<file path="config.mk">
export PLATFORM = sky130hd
export DESIGN_NAME = divider_iter
export DESIGN_NICKNAME = d
export VERILOG_FILES = /design/src/rtl/divider_iter.sv
export SDC_FILE = /design/constraint.sdc
export NUM_CORES = 1
export LEC_CHECK = 0
export ABC_AREA = 1
export CAP_MARGIN = 20
export CORE_UTILIZATION = 25
export DETAILED_ROUTE_END_ITERATION = 16
export DONT_BUFFER_PORTS = 1
export HOLD_SLACK_MARGIN = 0.1
export PLACE_DENSITY = 0.44
export SKIP_CTS_REPAIR_TIMING = 1
export SYNTH_ARGS = -nofsm -noshare
export SYNTH_HDL_FRONTEND = slang
export SYNTH_SLANG_ARGS = --single-unit
export TNS_END_PERCENT = 50
</file>
<file path="constraint.sdc">
create_clock -name clk -period 10.52 [get_ports clk]
set_clock_uncertainty 0.2 [all_clocks]
set_input_delay 2.104 -clock clk [delete_from_list [all_inputs] [get_ports clk]]
set_output_delay 2.104 -clock clk [all_outputs]
set_load 0.05 [all_outputs]
</file>
<file path="src/rtl/divider_iter.sv">
// Iterative radix-2 restoring divider for RISC-V DIV/DIVU/REM/REMU, one quotient bit per cycle.
// Define DIV_EARLY_TERM_EN to finish divide-by-zero, signed overflow and zero-dividend in one cycle.
module divider_iter #(
  parameter int XLEN = 32
) (
  input  logic            clk,
  input  logic            reset,
  input  logic            StallM,
  input  logic            FlushE,
  input  logic            FlushM,
  input  logic            IntDivE,
  input  logic [2:0]      Funct3E,
  input  logic [XLEN-1:0] ForwardedSrcAE,
  input  logic [XLEN-1:0] ForwardedSrcBE,
  output logic            DivBusyE,
  output logic [XLEN-1:0] DivResultM
);

  localparam int CntW = $clog2(XLEN + 1);

  typedef enum logic [1:0] {IDLE, BUSY, DONE} divState_t;

  divState_t       state, nextState;
  logic [XLEN-1:0] remReg, quoReg, divisorReg;
  logic [CntW-1:0] counter;
  logic            negQ, negR, remSel;

  function automatic logic [XLEN-1:0] negate(input logic [XLEN-1:0] v);
    return ~v + {{(XLEN-1){1'b0}}, 1'b1};
  endfunction

  function automatic logic [XLEN-1:0] absVal(input logic [XLEN-1:0] v, input logic isSigned);
    return (isSigned & v[XLEN-1]) ? negate(v) : v;
  endfunction

  logic            signedOp, aNeg, bNeg, divByZero, start, earlyTerm;
  logic [XLEN-1:0] absA, absB, earlyQuo, earlyRem;
  logic            unusedFunct3;

  assign unusedFunct3 = Funct3E[2];
  assign signedOp     = ~Funct3E[0];
  assign aNeg         = signedOp & ForwardedSrcAE[XLEN-1];
  assign bNeg         = signedOp & ForwardedSrcBE[XLEN-1];
  assign absA         = absVal(ForwardedSrcAE, signedOp);
  assign absB         = absVal(ForwardedSrcBE, signedOp);
  assign divByZero    = (ForwardedSrcBE == '0);
  assign start        = IntDivE & ~FlushE & (state == IDLE);
  assign DivBusyE     = start | (state == BUSY);

`ifdef DIV_EARLY_TERM_EN
  logic overflow, aZero;
  assign overflow  = signedOp & (ForwardedSrcAE == {1'b1, {(XLEN-1){1'b0}}}) & (ForwardedSrcBE == '1);
  assign aZero     = (ForwardedSrcAE == '0);
  assign earlyTerm = divByZero | overflow | aZero;
  // Results are loaded already sign-corrected, so negQ/negR are cleared on this path.
  assign earlyQuo  = divByZero ? '1 : (overflow ? ForwardedSrcAE : '0);
  assign earlyRem  = divByZero ? ForwardedSrcAE : '0;
`else
  assign earlyTerm = 1'b0;
  assign earlyQuo  = '0;
  assign earlyRem  = '0;
`endif

  // One restoring step: the shifted partial remainder needs XLEN+1 bits for unsigned divisors >= 2^(XLEN-1).
  logic [XLEN:0]   shiftRem;
  logic [XLEN+1:0] diff;
  logic            fits;
  logic [XLEN-1:0] nextRem, nextQuo;

  assign shiftRem = {remReg, quoReg[XLEN-1]};
  assign diff     = {1'b0, shiftRem} - {2'b00, divisorReg};
  assign fits     = ~diff[XLEN+1];
  assign nextRem  = fits ? diff[XLEN-1:0] : shiftRem[XLEN-1:0];
  assign nextQuo  = {quoReg[XLEN-2:0], fits};

  logic [XLEN-1:0] quotFinal, remFinal, finalVal;

  assign quotFinal = negQ ? negate(quoReg) : quoReg;
  assign remFinal  = negR ? negate(remReg) : remReg;
  assign finalVal  = remSel ? remFinal : quotFinal;

  always_comb begin
    nextState = state;
    case (state)
      IDLE: if (start) nextState = earlyTerm ? DONE : BUSY;
      BUSY: begin
        if (FlushE)                       nextState = IDLE;
        else if (counter == CntW'(1))     nextState = DONE;
      end
      DONE: if (FlushE || !StallM)        nextState = IDLE;
      default:                            nextState = IDLE;
    endcase
  end

  always_ff @(posedge clk or posedge reset) begin
    if (reset) state <= IDLE;
    else       state <= nextState;
  end

  // Execute-stage working registers
  always_ff @(posedge clk or posedge reset) begin
    if (reset) begin
      remReg     <= '0;
      quoReg     <= '0;
      divisorReg <= '0;
      counter    <= '0;
      negQ       <= 1'b0;
      negR       <= 1'b0;
      remSel     <= 1'b0;
    end else begin
      case (state)
        IDLE: begin
          if (start) begin
            remSel  <= Funct3E[1];
            counter <= CntW'(XLEN);
            if (earlyTerm) begin
              quoReg <= earlyQuo;
              remReg <= earlyRem;
              negQ   <= 1'b0;
              negR   <= 1'b0;
            end else begin
              remReg     <= '0;
              quoReg     <= absA;
              divisorReg <= absB;
              // Divide-by-zero quotient must stay all ones regardless of dividend sign.
              negQ       <= (aNeg ^ bNeg) & ~divByZero;
              negR       <= aNeg;
            end
          end
        end
        BUSY: begin
          if (FlushE) begin
            counter <= '0;
          end else begin
            remReg  <= nextRem;
            quoReg  <= nextQuo;
            counter <= counter - CntW'(1);
          end
        end
        default: ;
      endcase
    end
  end

  // Memory-stage result register
  always_ff @(posedge clk or posedge reset) begin
    if (reset)                                    DivResultM <= '0;
    else if (FlushM)                              DivResultM <= '0;
    else if ((state == DONE) && !StallM && !FlushE) DivResultM <= finalVal;
  end

endmodule

</file>
==> results by group, run 1 <==
Synth
  – Post-synth EDFFs: 0
  – Cell variety after synth: 42
  – Sequential share of the synthesized area: 28.2%
  – Most instantiated library cell after synthesis: nand2_1
  – Yosys warning count: 0
  – Synth area leaders: dfrtp_1 (28%), nand2_1 (20%), nand3_1 (12%)
  – Share of the synthesized area in the top cell type: 28.2%
  – Syn_area_per_cell: 6.01 um^2
  – Post-synth top cells: nand2_1 (645), inv_1 (311), nand3_1 (294)
  – Ys async rst share: 100%
  – Yosys reg bits: between 100 and 150
  – Synthesized area: 0.0124 mm^2
  – Most used DFF post-synth: dfrtp_1
  – Cell count after synthesis: ~2100
  – Syn nets: about 2200
  – Synth area leader: dfrtp_1

Cells and area
  – Diode count: 0
  – Final Net Count: 2132
  – Area Overhead vs Synth: 9.98%
  – Layout cell share with drive strength beyond 1: 4.48%
  – Post-Layout Cell Count: 2697

GRT
  – Vias in the first global route: ~12000
  – Antenna violations before repair: 0
  – All-Layer GR Usage: between 15 and 20%
  – First-pass GRT wire length: 68300 um
  – Total global routing overflow: 0
  – Pin count of the biggest net entering global routing: between 70 and 80

Critical path
  – Crit-path slowest cell: inv_2
  – Maximum fanout along the worst path: 34
  – Crit-path cells: inv_1 -> nand3_1 -> inv_2 -> nor2_1 -> inv_1
  – CP most frequent cell: inv_1
  – Startpoint type of the worst setup path: input port
  – CP Data Arrival Time: approximately 3400 ps
  – CP Capture Type: primary output
  – Type of the worst setup path: in -> out
  – Req. time, crit path: 8220 ps
  – Crit path largest cell delay: 510 ps

STA
  – Final Cycle Share: between 50% and 60%
  – Setup TNS: 0 ps
  – Count of final hold-check violations: 0
  – FMAX: 174 MHz
  – RSZ-0062 raised after global routing: false
  – Worst slew pin tran: 1070 ps
  – Slew margin rel.: 28.5%
  – Fin crit period: between 5000 and 6000 ps
  – Max Slew Vio Count: 0
  – Final setup fails: 0

Place
  – Final HPWL DP: 34500 um
  – Port bufs: 0
  – GPL Wtd Cong: 0.894
  – Post-placement cell count: 2665

Drt
  – ANT nets after route: 0
  – DRT Pass-1 Iters: 5
  – Routed WL: ~44000 um
  – Via count: 12742
  – Drt wl/cell: 16.3 um
  – Vias per cell: 4.72
  – 1st-iter DRT viols: 946
  – Drt drc: 0

Hold path
  – Worst hold path class: reg -> reg

Die
  – Die Y: 224 um
  – Die area: 0.0503 mm^2
  – Core area: a little under 0.05 mm^2
  – Ports: 106
  – # rows: 81
  – Initial Utilization: 25.3%
  – Die W: 224 um

Power
  – Power per cell area: 284 mW/mm^2
  – Switching share of power: a little over half
  – Worst vdd ir: 0.131 mV
  – Sequential share of power: 23.0%
  – P_int: 1.81 mW
  – Leak Pwr: 7.03 nW
  – Clk pwr share: around 17%
  – Net switching power: ~2.1 mW
  – Gate power share: 60.0%

CTS
  – Clock-pin slew on the worst setup and hold paths: 60 ps
  – CTS Sinks: 139
  – H-tree levels: 4
  – Buffer depth of the longest clock path: 2
  – Clock buffer count from CTS: 17
  – Root buf cell: clkbuf_16
  – CTS tree: yes
  – Worst-Skew Late Latency: roughly 470 ps

Outcome
  – Status: completed

Flow run
  – Max-Cap Viols: 0
## through the flow
| stage | util, % | total power [mW] | worst slack (ps) | hold slack [ps] | area (um^2) |
|---|---|---|---|---|---|
| after floorplan | - | 2.61 | 4490 | 249 | 12400 |
| after global placement | 26.6 | 3.20 | 4780 | 270 | 13000 |
| after detailed placement | 26.6 | 3.21 | 4760 | 272 | 13000 |
| after CTS | 27.8 | 3.88 | 4760 | 288 | 13600 |
| after global routing | 27.8 | 4.23 | 4630 | 323 | 13600 |
| final | 27.8 | 3.86 | 4780 | 282 | 13600 |
## registers in the layout, indices dropped and copies added (netlist names)
signal and flops:
quoReg 32, counter 6, negR 1, state 2
negQ 1, remSel 1, DivResultM 32, remReg 32
divisorReg 32
## layout make-up
type / count / area (um^2)
clock buffers: 17 / 425
clock inverters: 15 / 189
fillers: 5589 / 35300
inverters: 316 / 1190
multi-input cells: 1533 / 7370
flip-flops and latches: 139 / 3480
well taps: 664 / 831
repair buffers: 13 / 97.6
## kinds of logic (layout without fill, tap and decap cells)
family          count (synthesis)  in the layout  share of synthesized area, %
simple gates                 1192           1192                          41.5
buf+inv                       383            361                          12.3
flops                         139            139                          28.2
xor+xnor                       36             36                          2.55
fa+ha+maj                      39             39                          4.01
compound gates                266            266                          11.5
## critical path, delay by kind of cell
family	cells	cell delay, ps
AND/OR/NAND/NOR	2	280
buffers and inverters	3	1040
## power by group through the flow
stage	clock, mW	combinational, mW	sequential (mW)
CTS	0.668	2.33	0.888
floorplan	0	1.79	0.818
detailed placement	0	2.31	0.897
global placement	0	2.31	0.896
global route	0.689	2.63	0.906
finish	0.655	2.32	0.888
## layout by cell type, fill, tap and decap left out, drive strengths merged
cell | synthesis | routed
a21oi | 82 | 82
a22oi | 1 | 1
a31oi | 3 | 3
a32o | 4 | 4
and2 | 4 | 4
buf | 35 | 13
bufinv | 0 | 3
clkbuf | 32 | 17
clkinv | 0 | 5
clkinvlp | 0 | 2
dfrtp | 139 | 139
fa | 1 | 1
ha | 38 | 38
inv | 316 | 321
nand2 | 653 | 653
nand3 | 298 | 298
nand3b | 5 | 5
nand4 | 36 | 36
nor2 | 173 | 173
nor3 | 16 | 16
nor3b | 1 | 1
nor4 | 2 | 2
o211ai | 11 | 11
o21ai | 156 | 156
o21bai | 2 | 2
o221ai | 2 | 2
o22ai | 3 | 3
o31ai | 2 | 2
or2 | 4 | 4
xnor2 | 15 | 15
xor2 | 21 | 21
## routing by layer
metal | vias to the layer above | GRT usage (%) | wire length [um]
met5 | - | 0 | 0
met4 | 0 | 3.60 | 535
li1 | 6523 | - | -
met1 | 5927 | 25.6 | 22300
met2 | 265 | 26.6 | 19000
met3 | 27 | 3.44 | 2150
## worst paths after layout
path,from,endpoint,slack (ps),cells past startpoint
min reg2reg,divisorReg[13],divisorReg[13],280,2
min in group asynchronous,reset,remReg[5],1420,1
max,FlushE,DivBusyE,4780,5
max in group asynchronous,reset,divisorReg[11],7280,2
max reg2reg,state[0],quoReg[1],6780,11
min,divisorReg[13],divisorReg[13],280,2
Power figures use the tool's default switching activity.
==> run 2, diff against run 1 <==
==> constraint.sdc (replaced) <==
create_clock -name clk -period 5.29 [get_ports clk]
set_clock_uncertainty 0.2 [all_clocks]
set_input_delay 1.058 -clock clk [delete_from_list [all_inputs] [get_ports clk]]
set_output_delay 1.058 -clock clk [all_outputs]
set_load 0.05 [all_outputs]
==> run 2 against run 1 <==
Global-route usage is essentially flat. Worst setup slack got worse by 2900 ps. Clock-buffer cell count did not move. Utilization about the same. Sequential power increased by 99%. Non-clock buffer count up 3. Combinational power up 98%. Clock power up 86%. Wire length down 0.45%. Flip-flop and latch count is the same. Sequential share of layout area barely moved. Critical endpoint unchanged. Register-to-register slack got worse by 4700 ps.
==> results by group, run 2 (synthesized netlist as in run 1, its figures left out) <==
Outcome
  – Status: completed

Critical path
  – Crit-path slowest cell: buf_4
  – CP Data Arrival Time: 2100 ps (-1330 ps)
  – CP bufs+invs: 4 (+1)
  – Largest delay share family, worst path: buffers and inverters
  – Crit-path cells: inv_1 -> nand3_1 -> buf_4 -> inv_2 -> nor2_1 -> inv_1
  – Req. time, crit path: 4030 ps (-4190 ps)
  – CP most frequent cell: inv_1
  – Startpoint type of the worst setup path: input port
  – CP Capture Type: primary output
  – Crit path largest cell delay: 350 ps (-160 ps)
  – Type of the worst setup path: in -> out
  – Maximum fanout along the worst path: 40 (+18%)

Drt
  – ANT nets after route: 0 (unchanged)
  – 1st-iter DRT viols: 1030 (+8.9%)
  – Vias per cell: 4.71 (-0.25%)
  – Via count: 12724 (-0.14%)
  – Drt wl/cell: 16.2 um (-0.56%)
  – DRT Pass-1 Iters: 5 (unchanged)
  – Routed WL: 43800 um (-0.45%)
  – Drt drc: 0 (unchanged)

CTS
  – H-tree levels: 4 (unchanged)
  – Root buf cell: clkbuf_16
  – Worst-Skew Late Latency: 460 ps (about the same)
  – Clock-pin slew on the worst setup and hold paths: 60 ps (about the same)
  – CTS tree: yes
  – Clock buffer count from CTS: 17 (unchanged)
  – CTS Sinks: 139 (unchanged)
  – Buffer depth of the longest clock path: 2 (unchanged)

Cells and area
  – Final Net Count: 2135 (+0.14%)
  – Cell area after layout: 0.0136 mm^2 (about the same)
  – Most common cell after layout, fill and taps aside: nand2_1
  – Diode count: 0 (unchanged)
  – Area Overhead vs Synth: 9.89% (about the same)
  – Post-Layout Cell Count: 2700 (+0.11%)
  – Most frequent cells in the layout: nand2_1 (645), inv_1 (310), nand3_1 (294)
  – Layout cell share with drive strength beyond 1: 4.62% (+0.14 points)

STA
  – Hold Slack: 285 ps (+3.20 ps)
  – Setup TNS: 0 ps (unchanged)
  – Final Cycle Share: 63.5%
  – Final setup fails: 0 (unchanged)
  – Fin crit period: 3360 ps
  – RSZ-0062 raised after global routing: false
  – FMAX: 297 MHz
  – Worst setup margin: 1930 ps (-2850 ps)
  – Slew margin rel.: 47.6% (+19 points)
  – Max Slew Vio Count: 0 (unchanged)
  – Count of final hold-check violations: 0 (unchanged)
  – Worst slew pin tran: 786 ps (-285 ps)

Hold path
  – Worst hold path class: reg -> reg

GRT
  – Total global routing overflow: 0 (unchanged)
  – First-pass GRT wire length: 68500 um (+0.25%)
  – Pin count of the biggest net entering global routing: 77 (+8.5%)
  – Vias in the first global route: 11896 (+0.62%)
  – All-Layer GR Usage: 17.6% (+0.021 points)
  – Antenna violations before repair: 0 (unchanged)

Die
  – Initial Utilization: 25.3% (unchanged)
  – # rows: 81 (unchanged)
  – Die area: 0.0503 mm^2 (unchanged)
  – Core area: 0.0488 mm^2 (unchanged)
  – Die Y: 224 um (unchanged)
  – Die W: 224 um (unchanged)
  – Ports: 106 (unchanged)

Place
  – Final HPWL DP: 34500 um (+0.18%)
  – Placed instance area: 0.0130 mm^2 (+0.17%)
  – Port bufs: 0 (unchanged)
  – GPL Wtd Cong: 0.878 (-1.8%)
  – Post-placement cell count: 2668 (+0.11%)
  – Pre-CTS WS: 1630 ps (-3130 ps)

Power
  – P_int: 3.51 mW (+94%)
  – Gate power share: 60.6% (+0.6 points)
  – Sequential share of power: 23.3% (+0.3 points)
  – Net switching power: 4.08 mW (+99%)
  – Leak Pwr: 7.02 nW (-0.10%)
  – Clk pwr share: 16.1% (-0.9 points)
  – Power per cell area: 559 mW/mm^2 (+97%)
  – Switching share of power: 53.7% (+0.53 points)
  – Worst vdd ir: 0.242 mV (+84%)

Flow run
  – Max-Cap Viols: 0 (unchanged)
## run 2: routing by layer
metal  routed length, um  GRT usage (%)
met1               21800           25.8
met2               19000           26.5
met3                2520           3.25
met4                 560           3.77
met5                   0              0
## run 2: area by class of cell
class / instances / area, um^2
tap: 664 / 831
inverter: 316 / 1190
sequential: 139 / 3480
clock buffer: 17 / 425
fill: 5590 / 35300
multi-input combinational: 1533 / 7370
timing repair buffer: 16 / 120
clock inverter: 15 / 155
## run 2: tightest hold or removal path, stage by stage (launching register included)
cell	delay [ps]
dfrtp_1	340
nand2_1	50
o21ai_0	60
## run 2: power by group through the flow
stage / logic, mW / clock network, mW / registers [mW]
3_3_place_gp: 4.59 / 0 / 1.78
2_1_floorplan: 3.57 / 0 / 1.63
5_1_grt: 5.24 / 1.30 / 1.81
6_report: 4.60 / 1.22 / 1.77
4_1_cts: 4.62 / 1.26 / 1.77
3_5_place_dp: 4.59 / 0 / 1.79
## run 2: path summary, 6_finish.rpt
| path | start | end | slack (ps) | cells past startpoint |
|---|---|---|---|---|
| setup reg to reg | state[1] | quoReg[1] | 2080 | 10 |
| setup / recovery | FlushE | DivBusyE | 1930 | 6 |
| max in group asynchronous | reset | counter[3] | 3490 | 2 |
| hold reg to reg | divisorReg[7] | divisorReg[7] | 280 | 2 |
| hold / removal | divisorReg[7] | divisorReg[7] | 280 | 2 |
| min in group asynchronous | reset | remReg[6] | 400 | 1 |
## run 2: stage by stage
stage / utilization [%] / power, mW
floorplan: - / 5.19
global placement: 26.6 / 6.37
detailed placement: 26.6 / 6.38
CTS: 27.8 / 7.65
global route: 27.8 / 8.35
finish: 27.8 / 7.59
